File: config.mk
export PLATFORM = sky130hd
export DESIGN_NAME = ca_epoch_scheduler
export DESIGN_NICKNAME = d
export VERILOG_FILES = /design/src/rtl/ca_epoch_scheduler.sv
export SDC_FILE = /design/constraint.sdc
export NUM_CORES = 1
export LEC_CHECK = 0
export CORE_MARGIN = 4
export CORE_UTILIZATION = 48
export DETAILED_ROUTE_END_ITERATION = 7
export GPL_TIMING_DRIVEN = 0
export HOLD_SLACK_MARGIN = 0.06
export PLACE_DENSITY = 0.73
export RECOVER_POWER = 100
export SLEW_MARGIN = 20
export SYNTH_ARGS = -nofsm -noshare
export SYNTH_HDL_FRONTEND = slang
export SYNTH_SLANG_ARGS = --single-unit
File: constraint.sdc
create_clock -name clk -period 2.1 [get_ports clk]
set_input_delay 0.315 -clock clk [delete_from_list [all_inputs] [get_ports clk]]
set_output_delay 0.315 -clock clk [all_outputs]
set_load 0.005 [all_outputs]
File: src/rtl/ca_epoch_scheduler.sv
`default_nettype none
// ---------------------------------------------------------------------------
// Module  : ca_epoch_scheduler
// Brief   : Seed / run / migrate sequencer for a ring of 2D binary CA islands.
// Revision: 1.0  initial release
// ---------------------------------------------------------------------------
module ca_epoch_scheduler #(
  parameter int GenWidth   = 8,
  parameter int EpochWidth = 8
) (
  input  logic                  clk,
  input  logic                  rst,
  input  logic                  start,
  input  logic                  hold,
  input  logic                  abort,
  input  logic [GenWidth-1:0]   gens,
  input  logic [EpochWidth-1:0] epochs,
  output logic                  ca_load,
  output logic                  ca_ce,
  output logic                  migrate,
  output logic                  busy,
  output logic                  done,
  output logic [GenWidth-1:0]   gen,
  output logic [EpochWidth-1:0] epoch
);

  localparam logic [GenWidth-1:0]   c_GEN_ONE   = GenWidth'(1);
  localparam logic [EpochWidth-1:0] c_EPOCH_ONE = EpochWidth'(1);

  typedef enum logic [2:0] {
    S_IDLE    = 3'd0,
    S_SEED    = 3'd1,
    S_RUN     = 3'd2,
    S_MIGRATE = 3'd3,
    S_FINISH  = 3'd4
  } state_t;

  state_t                r_state;
  state_t                w_state_nxt;
  logic [GenWidth-1:0]   r_gen,   w_gen_nxt;
  logic [EpochWidth-1:0] r_epoch, w_epoch_nxt;
  logic [GenWidth-1:0]   r_gmax,  w_gmax_nxt;
  logic [EpochWidth-1:0] r_emax,  w_emax_nxt;
  logic                  r_load;
  logic                  r_mig;
  logic                  r_busy;
  logic                  r_done;
  logic                  r_run;

  always_comb begin
    w_state_nxt = r_state;
    w_gen_nxt   = r_gen;
    w_epoch_nxt = r_epoch;
    w_gmax_nxt  = r_gmax;
    w_emax_nxt  = r_emax;
    case (r_state)
      S_IDLE: begin
        w_gen_nxt   = '0;
        w_epoch_nxt = '0;
        if (start) begin
          // Stored as G-1 / E-1 so that a zero setting behaves as one.
          w_gmax_nxt  = (gens == '0)   ? '0 : gens - c_GEN_ONE;
          w_emax_nxt  = (epochs == '0) ? '0 : epochs - c_EPOCH_ONE;
          w_state_nxt = S_SEED;
        end
      end
      S_SEED: begin
        w_state_nxt = S_RUN;
      end
      S_RUN: begin
        if (!hold) begin
          if (r_gen == r_gmax) begin
            w_state_nxt = (r_epoch == r_emax) ? S_FINISH : S_MIGRATE;
          end else begin
            w_gen_nxt = r_gen + c_GEN_ONE;
          end
        end
      end
      S_MIGRATE: begin
        w_gen_nxt   = '0;
        w_epoch_nxt = r_epoch + c_EPOCH_ONE;
        w_state_nxt = S_RUN;
      end
      S_FINISH: begin
        w_gen_nxt   = '0;
        w_epoch_nxt = '0;
        w_state_nxt = S_IDLE;
      end
      default: begin
        w_gen_nxt   = '0;
        w_epoch_nxt = '0;
        w_state_nxt = S_IDLE;
      end
    endcase
    if (abort && (r_state != S_IDLE)) begin
      w_gen_nxt   = '0;
      w_epoch_nxt = '0;
      w_state_nxt = S_IDLE;
    end
  end

  // Strobes are decoded from the next state so they appear registered.
  always_ff @(posedge clk or posedge rst) begin
    if (rst) begin
      r_state <= S_IDLE;
      r_gen   <= '0;
      r_epoch <= '0;
      r_gmax  <= '0;
      r_emax  <= '0;
      r_load  <= 1'b0;
      r_mig   <= 1'b0;
      r_busy  <= 1'b0;
      r_done  <= 1'b0;
      r_run   <= 1'b0;
    end else begin
      r_state <= w_state_nxt;
      r_gen   <= w_gen_nxt;
      r_epoch <= w_epoch_nxt;
      r_gmax  <= w_gmax_nxt;
      r_emax  <= w_emax_nxt;
      r_load  <= (w_state_nxt == S_SEED) || (w_state_nxt == S_MIGRATE);
      r_mig   <= (w_state_nxt == S_MIGRATE);
      r_busy  <= (w_state_nxt != S_IDLE);
      r_done  <= (w_state_nxt == S_FINISH);
      r_run   <= (w_state_nxt == S_RUN);
    end
  end

  // hold gates the enable in the same cycle it is presented.
  assign ca_ce   = r_run & ~hold;
  assign ca_load = r_load;
  assign migrate = r_mig;
  assign busy    = r_busy;
  assign done    = r_done;
  assign gen     = r_gen;
  assign epoch   = r_epoch;

endmodule
`default_nettype wire
# --- Word-level counts from Yosys, hierarchy flattened ---
# Index checks and enable logic that the tools add are counted.
classes:
  eq_ne: 13
  n_mul: 0
  div_mod_pow: 0
  shift: 0
  reduce_logical: 11
  add_sub_neg: 4
  mux: 14
  magnitude_cmp: 0
  bitwise_logic: 2
ops:
  columns: ["op", "n"]
  rows:
  - ["$mux W8", 6]
  - ["$pmux W8 S2", 2]
  - ["$add A8 B1 Y8 const B", 2]
  - ["$eq A8 B8 Y1", 2]
  - ["$logic_not A8 Y1", 2]
  - ["$sub A8 B1 Y8 const B", 2]
  - ["$mux W3", 5]
  - ["$eq A3 B2 Y1 const B", 4]
  - ["$pmux W3 S3", 1]
  - ["$eq A3 B1 Y1 const B", 2]
  - ["$ne A3 B3 Y1 const B", 2]
  - ["$reduce_bool A3 Y1", 2]
  - ["$reduce_or A2 Y1", 2]
  - ["$eq A3 B3 Y1 const B", 1]
  - ["$logic_not A3 Y1", 1]
  - ["$reduce_and A3 Y1", 1]
  - ["$ne A2 B1 Y1 const B", 1]
  - ["$ne A2 B2 Y1 const B", 1]
  - ["$reduce_and A2 Y1", 1]
  - ["$and A1 B1 Y1", 1]
  - ["$logic_and A1 B1 Y1", 1]
  - ["$logic_or A1 B1 Y1", 1]
  - ["$not A1 Y1", 1]
totals:
  in_bits: 21
  ff_bits: 40
  latch_bits: 0
  memories: 0
  mem_bits_rw: 0
  rom_bits: 0
  wordCells: 54

# --- Longest topological paths before layout ---
logic_depth:
  depth_word: 8
  ltp_mapped: 7
  mapped_depth_nobuf: 7

# --- Least setup slack after synthesis ---
# No wires, ideal clock.
synth_path:
  path_kind: "input port to flip-flop"
  start: "input port epochs[0]"
  end: "register r_emax[2]"
  n_path_buf: 0
  cell_stages: 6
  t_arrival_ns: 1.457
  setup_slack_ns: 0.501
  path_cell_list: "inv_1 > ha_1 > nor3b_1 > nand3b_1 > o21ai_0 > o21ai_0"
synth_via:
  elab_chain_len: 2
  word_cells_on_any_way: 3
synth_rtl:
  columns: ["element", "line", "source"]
  rows:
  - ["from (decl)", "17", "input logic [EpochWidth-1:0] epochs,"]
  - ["$sub A8 B1 Y8 / $logic_not A8 Y1 (equally long branches)", "63", "w_emax_nxt = (epochs == '0) ? '0 : epochs - c_EPOCH_ONE;"]
  - ["$mux W8 (*)", "63", null]
  - ["to (signal assigned)", "120", "r_emax <= w_emax_nxt;"]
  - ["to (decl)", "43", "logic [EpochWidth-1:0] r_emax, w_emax_nxt;"]
# Mark *: on every way between the ends. The rest lies on a longest branch, timed or not.
# A chain may end at the register's enable or synchronous reset.

# --- Worst setup path after layout ---
layout_path:
  start: "input port epochs[0]"
  end: "register r_emax[5]"
# The elaborated chain is that of the path after synthesis.

==> flow_summary.toml <==
[run_status]
status = "finished, final reports clean"

[setup_path]
max_stage_delay_ps = 460
rr_endpoint = "ca_load"
startpoint_type = "input pin"
worstReg2RegStart = "gen[2]"
cpLargestDelayFamily = "simple AND/OR/NAND/NOR gates"
cp_num_buf_inv = 2
critPathMaxFanout = 6
required_ps = 2250
critPathLaunch = "epochs[0]"
endpoint_kind = "flop"
crit_slowest_cell = "nor3b_1"
critPathKind = "input pin to flop"
r2r_slack_ps = 240
cp.arrival_ps = 2030
worst-r2r-cell-count = 5
critPathCapture = "r_emax[5]"
cp.depth = 7
path_cells = "clkdlybuf4s50_1 > inv_1 > ha_1 > nor3b_1 > nand3b_1 > o21ai_1 > o21ai_0"

[sta]
rsz0062_at_grt = "no"
finalClockSkew_ps = 3.81
clock.fmax_ghz = 0.534
min_period_ps = 1870
finalSetupViolations = 0
slew_headroom = 0.549
report.final.slew_viol_count = 0
period_share = 0.892
hold_viol = 0
timing.final.ws_setup_ps = 227
finalSetupTns_ps = 0
tightest_slew_ps = 676

[placed_design]
gp_congestion = 0.791
pre_cts_ws_ps = -250
placedInstanceArea_sq_um = 2690
place.port_buffers = 41
place_hpwl_mm = 3.49

[synth]
synthSimpleGateAreaFrac = 0.249
yosysSeqAreaShare = 0.457
ys.flop_type = "dfrtp_1"
synthCells = 230
ys_types = 44
synthAdderAreaFrac = 0.0229
syn_nets = 255
async_flop_share = 1.00
netlist.top_cell.by_area = "dfrtp_1"
synth_edf_count = 0
synth-xor-area-share = 0.108
synth_seq_cells = 40
synth_top_cells_by_area = "dfrtp_1 (46%), xnor2_1 (6.0%), nand2_1 (5.7%)"
synth_top_family_by_area = "simple AND/OR/NAND/NOR gates"
yosysTopAreaCellShare = 0.457
synth_compound_area_frac = 0.121
synth_mux_area_frac = 0.0183
synthesis.area_sq_um = 2190
ys_warn_count = 0
syn_area_per_cell_sq_um = 9.52

[route]
first_pass_iters = 5
routedWlPerCell_um = 13.7
wl_mm = 4.55
vias_per_cell = 5.33
drtIter0Drc = 141
ant_nets = 0
vias = 1768
drc = 0

[grt]
grt_use_total = 0.179
antenna_found_initial = 0
grt_pass1_wl_mm = 7.72
grt_max_degree = 24
grt_overflow_total = 0
grt_pass1_vias = 1665

[final_layout]
post-route-util = 0.625
syn2layout_area_growth_pct = 25.1
final_common_cell = "dfrtp_1"
finalNetCount = 304
layout_common_cells = "dfrtp_1 (40), nand2_1 (33), o21ai_0 (23)"
stdcell_area_sq_um = 2740
num-fill-cells = 374
diodes = 0
drive_gt1_frac = 0.0607

[cts]
cts_buffer_depth = 2
cts_resized = 0
clock-root-buffer = "clkbuf_8"
cts_setup_buffers = 0
postCtsHoldBufs = 0
numClockSinks = 40
clk_latency_ps = 290
htreeDepth = 2
cts.clk_slew.worst_paths_ps = 70
cts_buffers = 5
cts_tree = "built"

[die]
die-area_sq_um = 5710
core_area_sq_um = 4380
row_count = 24
die_w_um = 75.5
die_h_um = 75.5
pin_count = 42
start_util = 0.499

[power_and_ir_drop]
leakagePower_nw = 1.27
p_per_area_nw_per_um2 = 652
power.total_mw = 1.79
peakVddDrop_uv = 307

[hold_path]
hold_depth = 2
hp-class = "flop to flop"

[flow_run]
max_cap_viol_count = 0
## worst min-delay path by stage
stage | slack [ps] | startpoint | end
final | 500 | r_gmax[4] | r_gmax[4]
after detailed placement | 490 | r_emax[0] | r_emax[0]
after floorplan | 390 | abort | epoch[1]
after CTS | 360 | rst | r_state[0]
after global placement | 490 | r_gmax[0] | r_gmax[0]
after global routing | 530 | r_emax[7] | r_emax[7]
## routing by layer
metal,vias to the layer above,global-route usage,wire length [um]
li1,908,-,-
met1,824,0.243,2160
met2,30,0.282,2160
met3,6,0.0396,167
met4,0,0.0641,69
met5,-,0,0
## worst min-delay path: cells and delay by family, from the launching register on
| family | cells | cell delay (ps) |
|---|---|---|
| AND/OR/NAND/NOR | 1 | 50 |
| flip-flops | 1 | 360 |
| AO/OA/AOI/OAI | 1 | 60 |
## registers in the layout, summed over array words and instances (netlist names)
register / cells
epoch: 8
r_emax: 8
r_gmax: 8
done: 1
gen: 8
r_state: 3
ca_load: 1
busy: 1
r_run: 1
migrate: 1
## area by class of cell
cell class	instances	area (sq um)	area share
multi-input cells	180	1110	0.407
flip-flops and latches	40	1000	0.365
repair buffers	42	415	0.152
clock buffers	6	82.6	0.0302
well taps	52	65.1	0.0238
plain buffers	5	31.3	0.0114
inverters	5	18.8	0.00685
clock inverters	2	10.0	0.00365
## metrics by stage
step                      std cells  hold WS [ps]
after floorplan                 230           386
after global placement          323           489
after detailed placement        324           494
after CTS                       332           356
after global routing            332           534
final                           332           504
## cells in the mapped netlist, types with 2 or more instances
cell type	instances
a21oi_1	7
a22o_1	2
and3_1	10
buf_2	3
dfrtp_1	40
ha_1	4
inv_1	5
mux2i_1	4
nand2_1	33
nand2b_1	2
nand3_1	4
nand3b_1	2
nand4_1	4
nor2_1	10
nor2b_1	2
nor3_1	8
nor3b_1	4
nor4_1	4
o211ai_1	2
o21ai_0	22
o21ai_1	6
o31ai_1	2
or2_1	2
or2_2	2
or3_1	2
xnor2_1	15
xor2_1	12
## kinds of logic (layout without fill, tap and decap cells)
| group | after synthesis | count (layout) |
|---|---|---|
| xor+xnor | 27 | 27 |
| fa+ha+maj | 4 | 4 |
| mux | 4 | 4 |
| compound gates | 46 | 46 |
| simple gates | 99 | 99 |
| buf+inv | 10 | 60 |
| flops | 40 | 40 |
## power breakdown
| group | switching [mW] | internal [mW] |
|---|---|---|
| combinational | 0.186 | 0.168 |
| sequential | 0.0529 | 0.853 |
| clock | 0.263 | 0.262 |
| total | 0.503 | 1.28 |
No activity file was read; power rests on OpenSTA's default activity.
